### src/rtl/i2c_pkg.sv
// Shared types and constants for the single-byte I2C master controller.
// Contents:
//   state_t         controller FSM states (IDLE..DONE)
//   RW_WRITE/READ   encoding of the R/W bit on the bus
//   quarter_t       quarter index inside a bit slot (Q0..Q3)
//   QUARTERS_*      quarter counts of a full transaction and an address-NACK transaction
package i2c_pkg;

   typedef enum logic [2:0] {
      ST_IDLE,
      ST_START,
      ST_ADDR,
      ST_ACK1,
      ST_DATA,
      ST_ACK2,
      ST_STOP,
      ST_DONE
   } state_t;

   localparam logic RW_WRITE = 1'b0;
   localparam logic RW_READ  = 1'b1;

   typedef enum logic [1:0] {
      Q0,
      Q1,
      Q2,
      Q3
   } quarter_t;

   // 2 (START) + 32 (ADDR) + 4 (ACK1) + 32 (DATA) + 4 (ACK2) + 3 (STOP)
   localparam int QUARTERS_FULL      = 77;
   // 2 (START) + 32 (ADDR) + 4 (ACK1) + 3 (STOP)
   localparam int QUARTERS_ADDR_NACK = 41;

endpackage

### src/rtl/i2c_quarter_tick.sv
// SCL quarter-period divider.
// Produces a single-clk tick every CLK_DIV clocks. The count restarts from
// zero on clear, and is held at zero while hold is high (SCL stretching).
// Ports:
//   clk, rst_n  system clock, asynchronous active-low reset
//   clear       restart the quarter (transaction accept)
//   hold        keep the count at zero (slave stretching SCL)
//   tick        high on the last clk of each quarter
module i2c_quarter_tick #(
   parameter int CLK_DIV = 50
) (
   input  logic clk,
   input  logic rst_n,
   input  logic clear,
   input  logic hold,
   output logic tick
);

   localparam int CW = $clog2(CLK_DIV);
   localparam logic [CW-1:0] LAST = CW'(CLK_DIV - 1);

   logic [CW-1:0] cnt;

   always_ff @(posedge clk or negedge rst_n) begin
      if (!rst_n) begin
         cnt <= '0;
      end else if (clear || hold || (cnt == LAST)) begin
         cnt <= '0;
      end else begin
         cnt <= cnt + 1'b1;
      end
   end

   assign tick = !clear && !hold && (cnt == LAST);

endmodule

### src/rtl/i2c_master_ctrl.sv
// Single-byte I2C master: START, address + R/W, ACK, one data byte,
// ACK/NACK, STOP. One request at a time over req_valid/req_ready, one-cycle
// response pulse on rsp_valid.
// Optional build macro: I2C_CLK_STRETCH_EN enables slave clock stretching
// through scl_in; without it scl_in is ignored.
// Ports:
//   clk, rst_n          system clock, asynchronous active-low reset
//   req_valid/ready     request handshake (ready only in IDLE)
//   req_rw              0 write, 1 read
//   req_addr            7-bit target, 7'h00 selects DEFAULT_ADDR
//   req_wdata           byte to write
//   req_nack_last       on read, NACK the data byte when 1
//   rsp_valid           one-clk completion pulse
//   rsp_rdata           last byte read, held until the next read completes
//   rsp_ack_err         slave NACKed address or write data
//   busy                high from accept until rsp_valid
//   sclk                SCL (push-pull)
//   scl_in              SCL pin sense (stretching only)
//   sda_oe              1 pulls SDA low, 0 releases it
//   sda_in              SDA pin sense
module i2c_master_ctrl
   import i2c_pkg::*;
#(
   parameter int         CLK_DIV      = 50,
   parameter logic [6:0] DEFAULT_ADDR = 7'h27
) (
   input  logic       clk,
   input  logic       rst_n,
   input  logic       req_valid,
   output logic       req_ready,
   input  logic       req_rw,
   input  logic [6:0] req_addr,
   input  logic [7:0] req_wdata,
   input  logic       req_nack_last,
   output logic       rsp_valid,
   output logic [7:0] rsp_rdata,
   output logic       rsp_ack_err,
   output logic       busy,
   output logic       sclk,
   input  logic       scl_in,
   output logic       sda_oe,
   input  logic       sda_in
);

   state_t     state, state_next;
   quarter_t   qidx;
   logic [2:0] bit_cnt;
   logic       err_r;
   logic [7:0] rdata_r;

   logic [6:0] addr_r;
   logic       rw_r;
   logic [7:0] wdata_r;
   logic       nack_r;
   logic [7:0] shift_r;

   logic       accept;
   logic       tick;
   logic       hold;
   logic       in_slot;
   logic       sample;
   logic [7:0] addr_byte;

   assign accept    = req_valid && (state == ST_IDLE);
   assign in_slot   = (state == ST_ADDR) || (state == ST_ACK1) ||
                      (state == ST_DATA) || (state == ST_ACK2);
   assign sample    = tick && in_slot && (qidx == Q2);
   assign addr_byte = {addr_r, rw_r};

`ifdef I2C_CLK_STRETCH_EN
   // Freeze the quarter while we release SCL high but the pin still reads low.
   assign hold = (in_slot || (state == ST_STOP)) && (qidx == Q1) && sclk && !scl_in;
`else
   logic scl_in_unused;
   assign scl_in_unused = scl_in;
   assign hold          = 1'b0;
`endif

   i2c_quarter_tick #(
      .CLK_DIV (CLK_DIV)
   ) u_tick (
      .clk   (clk),
      .rst_n (rst_n),
      .clear (accept),
      .hold  (hold),
      .tick  (tick)
   );

   always_ff @(posedge clk or negedge rst_n) begin
      if (!rst_n) begin
         state <= ST_IDLE;
      end else begin
         state <= state_next;
      end
   end

   // Next state and bus/handshake outputs; outputs decode registered state
   // only, so an async reset releases the bus in the same cycle.
   always_comb begin
      state_next = state;
      req_ready  = 1'b0;
      busy       = 1'b0;
      rsp_valid  = 1'b0;
      sclk       = 1'b1;
      sda_oe     = 1'b0;
      if (in_slot) begin
         busy = 1'b1;
         sclk = (qidx == Q1) || (qidx == Q2);
      end
      case (state)
         ST_IDLE: begin
            req_ready = 1'b1;
            if (req_valid) state_next = ST_START;
         end
         ST_START: begin
            busy   = 1'b1;
            sclk   = (qidx == Q0);
            sda_oe = 1'b1;
            if (tick && (qidx == Q1)) state_next = ST_ADDR;
         end
         ST_ADDR: begin
            sda_oe = !addr_byte[~bit_cnt];
            if (tick && (qidx == Q3) && (bit_cnt == 3'd7)) state_next = ST_ACK1;
         end
         ST_ACK1: begin
            if (tick && (qidx == Q3)) state_next = err_r ? ST_STOP : ST_DATA;
         end
         ST_DATA: begin
            sda_oe = (rw_r == RW_WRITE) && !wdata_r[~bit_cnt];
            if (tick && (qidx == Q3) && (bit_cnt == 3'd7)) state_next = ST_ACK2;
         end
         ST_ACK2: begin
            // Master response on read: SDA low means ACK.
            sda_oe = (rw_r == RW_READ) && !nack_r;
            if (tick && (qidx == Q3)) state_next = ST_STOP;
         end
         ST_STOP: begin
            busy   = 1'b1;
            sclk   = (qidx != Q0);
            sda_oe = (qidx != Q2);
            if (tick && (qidx == Q2)) state_next = ST_DONE;
         end
         ST_DONE: begin
            rsp_valid  = 1'b1;
            state_next = ST_IDLE;
         end
         default: state_next = ST_IDLE;
      endcase
   end

   always_ff @(posedge clk or negedge rst_n) begin
      if (!rst_n) begin
         qidx    <= Q0;
         bit_cnt <= '0;
         err_r   <= 1'b0;
         rdata_r <= '0;
      end else begin
         if (accept || (state_next != state)) begin
            qidx    <= Q0;
            bit_cnt <= '0;
         end else if (tick) begin
            qidx <= quarter_t'(qidx + 2'd1);
            if (qidx == Q3) bit_cnt <= bit_cnt + 3'd1;
         end
         if (accept) begin
            err_r <= 1'b0;
         end else if (sample && sda_in &&
                      ((state == ST_ACK1) || ((state == ST_ACK2) && (rw_r == RW_WRITE)))) begin
            err_r <= 1'b1;
         end
         if ((state == ST_STOP) && (state_next == ST_DONE) && (rw_r == RW_READ) && !err_r) begin
            rdata_r <= shift_r;
         end
      end
   end

   always_ff @(posedge clk) begin
      if (accept) begin
         addr_r  <= (req_addr == 7'h00) ? DEFAULT_ADDR : req_addr;
         rw_r    <= req_rw;
         wdata_r <= req_wdata;
         nack_r  <= req_nack_last;
      end
      if (sample && (state == ST_DATA)) begin
         shift_r <= {shift_r[6:0], sda_in};
      end
   end

   assign rsp_rdata   = rdata_r;
   assign rsp_ack_err = err_r;

endmodule

### config.mk
export PLATFORM = sky130hd
export DESIGN_NAME = i2c_master_ctrl
export DESIGN_NICKNAME = d
export VERILOG_FILES = /design/src/rtl/i2c_pkg.sv /design/src/rtl/i2c_quarter_tick.sv /design/src/rtl/i2c_master_ctrl.sv
export SDC_FILE = /design/constraint.sdc
export NUM_CORES = 1
export LEC_CHECK = 0
export BUFFER_PORTS_ARGS = -buffer_cell sky130_fd_sc_hd__buf_2
export CAP_MARGIN = 20
export CORE_UTILIZATION = 55
export DETAILED_ROUTE_END_ITERATION = 12
export GPL_TIMING_DRIVEN = 0
export PLACE_DENSITY = 0.88
export SLEW_MARGIN = 20
export SYNTH_ARGS = -nofsm -noshare
export SYNTH_HDL_FRONTEND = slang
export SYNTH_SLANG_ARGS = --single-unit
### constraint.sdc
create_clock -name clk -period 3.2 [get_ports clk]
set_clock_uncertainty 0.15 [all_clocks]
set_input_delay 0.16 -clock clk [delete_from_list [all_inputs] [get_ports clk]]
set_output_delay 0.16 -clock clk [all_outputs]
set_load 0.1 [all_outputs]
==> flow_summary.json <==
{
  "timing.rr.start": "u_tick.cnt[1]",
  "grt.overflow.total": 0,
  "yosysMostFrequentCell": "edfxtp_1",
  "avgSynthCellArea_um2": 13.29,
  "ant_nets": 0,
  "setup_viol": 0,
  "crit_required_ns": 2.89,
  "met2WireLength_um": 2366,
  "first_global_vias": 1579,
  "grt_start_max_net_pins": 24,
  "worstPathCellList": "buf_1, inv_1, nor4_1, a211oi_1, o31ai_2, buf_2",
  "synthArstFlopShare_pct": 47.92,
  "cts_resized": 0,
  "drive_gt1_share_pct": 27.51,
  "place_area_mm2": 0.002471,
  "synth_cell_types": 35,
  "grt_pass1_wl_um": 7231,
  "synth-edff-count": 25,
  "rrSetupSlack_ns": 0.83,
  "highest_layer": "met4",
  "gp_congestion": 0.8440,
  "drc_errors": 0,
  "routedWlPerCell_um": 16.08,
  "vias_per_cell": 5.628,
  "min_delay_path_depth": 4,
  "first_pass_iters": 4,
  "synth_warnings": 0,
  "die_area_mm2": 0.004294,
  "cp_num_buf_inv": 3,
  "crit_type": "flop to primary output",
  "grtUsageTotal_pct": 23.87,
  "tightestPinTransition_ns": 0.7813,
  "slew_violations": 0,
  "drtIter0Drc": 113,
  "netlist_area_mm2": 0.002220,
  "grt_antenna_before_repair": 0,
  "relSlewSlack_pct": 47.86,
  "run_status": "complete, no violations",
  "crit_fanout": 10,
  "start_util_pct": 58.86,
  "nNetsFinal": 258,
  "critPathTopFamily": "buffers and inverters",
  "layout_setup_ws_ns": 0.4609,
  "postLayoutCellArea_mm2": 0.002788,
  "fill_cells": 236,
  "drt_wl_total_um": 4453,
  "synth_top_area_cell": "edfxtp_1",
  "num_antenna_cells": 0,
  "cp_slowest_stage_delay_ns": 0.46,
  "synthesis.nets": 197,
  "hold_path_end": "u_tick.cnt[0]",
  "p_leak_nw": 1.190,
  "numCtsBuffers": 5,
  "final_cells": 277,
  "clkLatencyLatePin_ns": 0.31,
  "endpoint_kind": "primary output",
  "arrival_ns": 2.43,
  "die_y_um": 65.53,
  "fmax_mhz": 365.1,
  "rsz0062_at_grt": "no",
  "dpl.cell_count": 250,
  "num_rows": 22,
  "min_from": "req_valid",
  "hold_class": "primary input to flop",
  "synthFlopType": "edfxtp_1",
  "yosysSeqAreaShare_pct": 59.75,
  "seq_area_mm2": 0.001326,
  "ios": 36,
  "synth.top_cells.by_count": "edfxtp_1 (25), dfrtp_1 (23), nor3_1 (11)",
  "start_kind": "flop",
  "port_buffers": 34,
  "dp_worst_setup_slack_ns": 0.8223,
  "ir_drop_mv": 0.3580,
  "root_buffer": "clkbuf_8",
  "hpwl_um": 2872,
  "area_growth_pct": 25.59,
  "clock_path_buffers": 2,
  "worstReg2RegEnd": "rsp_rdata[3]",
  "period_needed_ns": 2.739,
  "crit_start": "state[2]",
  "synth.top_cell.area_share_pct": 33.82,
  "dr_total_vias": 1559,
  "multi_input_area_um2": 842.1,
  "post-route-period-util_pct": 85.60,
  "route.met3.wl_um": 246,
  "drt-met1-wl_um": 1723,
  "ys_ff_latch": 48,
  "tritoncts": "yes",
  "cp.depth": 6,
  "crit_path_top_delay_cell": "buf_2",
  "fin_setup_tns_ns": 0,
  "fin_util_pct": 73.92,
  "cap_viol_max_count": 0,
  "p_per_area_mw_per_mm2": 529.3,
  "clk_pin_slew_ns": 0.09,
  "clock_sinks": 48,
  "ff2ff_path_depth": 7,
  "core_mm2": 0.003771,
  "synth.area.top_cells": "edfxtp_1 (34%), dfrtp_1 (26%), mux2_2 (4.6%)",
  "die_x_um": 65.53,
  "h-tree-depth": 2,
  "hold_viol": 0,
  "synth_cells": 167
}
area by class of cell:
| type | instances | area share, % |
|---|---|---|
| clock inverter | 1 | 1.077 |
| timing repair buffer | 54 | 13.11 |
| tap | 48 | 2.154 |
| multi-input combinational | 103 | 30.21 |
| inverter | 8 | 1.077 |
| buffer | 8 | 1.347 |
| sequential | 48 | 47.58 |
| clock buffer | 7 | 3.456 |
timing repair:
item | 4_1_cts | 5_1_grt
setup buffers | 0 | 0
hold buffers | 19 | 0
endpoints found under the hold margin | 41 | 0
placed cells by master (no fill, tap or decap), types with 2 or more instances in the layout:
master         synthesis  final
nor4_1                 3      2
nor3_1                11     10
nand2b_1               7      7
inv_1                  8      8
nand2_1               10     10
buf_2                  0     35
xor2_1                 3      3
o211ai_1               2      2
ha_1                   8      8
dfrtp_1               23     23
nor2_1                10     10
buf_1                  2      2
edfxtp_1              25     25
clkbuf_8               0      7
dlygate4sd3_1          0     19
nand3_1                4      4
o21ai_0                3      2
mux2i_1                5      5
mux2_2                 9      9
a21oi_1                5      5
clkbuf_1               5      5
nor3b_1                2      2
xnor2_1                4      4
mux4_2                 4      4
flip-flops by register name, summed over array words and instances, names as in the netlist:
register,cells
addr_r,7
bit_cnt,3
nack_r,1
qidx,2
rsp_ack_err,1
rsp_rdata,8
rw_r,1
shift_r,8
state,3
u_tick.cnt,6
wdata_r,8
per-stage QoR:
stage	hold slack, ns	total power [W]
after floorplan	-0.2856	0.0009281
after global placement	0.008868	0.0009757
after detailed placement	0.01386	0.0009909
after CTS	0.1830	0.001474
after global routing	0.2084	0.001533
final	0.1806	0.001475
power by group:
part	leakage [nW]	switching, W	total (W)	internal, W
logic	0.592	0.000157	0.000257	0.0000995
clock network	0.0645	0.000202	0.000477	0.000276
registers	0.534	0.0000430	0.000742	0.000699
total	1.19	0.000402	0.00148	0.00107
layer usage:
layer | GRT usage [%] | vias to the layer above
li1 | - | 729
met1 | 26.40 | 758
met2 | 40.85 | 57
met3 | 8.854 | 15
met4 | 10.33 | 0
met5 | 0 | -
worst max path at each step:
stage	to	slack [ns]
after floorplan	busy	-0.25
after global placement	shift_r[2]	0.33
after detailed placement	rsp_rdata[1]	0.82
after CTS	sda_oe	0.52
after global routing	sda_oe	0.29
final	sda_oe	0.46
worst reg2reg max path, stage by stage, from the launching register on:
cell	delay, ns
dfrtp_1	0.41
inv_1	0.06
ha_1	0.18
nand4b_4	0.13
or2_1	0.25
buf_6	0.14
nor4_4	0.54
mux2_2	0.40
cells by family (layout without fill, tap and decap cells):
family          Yosys count  count (layout)  share of synthesized area (%)
compound gates           18              18                          5.524
xor+xnor                  7               7                          2.762
fa+ha+maj                 8               8                          4.510
buf+inv                  16              78                          3.044
flops                    48              48                          59.75
mux                      18              18                          10.88
simple gates             52              52                          13.53
Power figures use the tool's default switching activity.
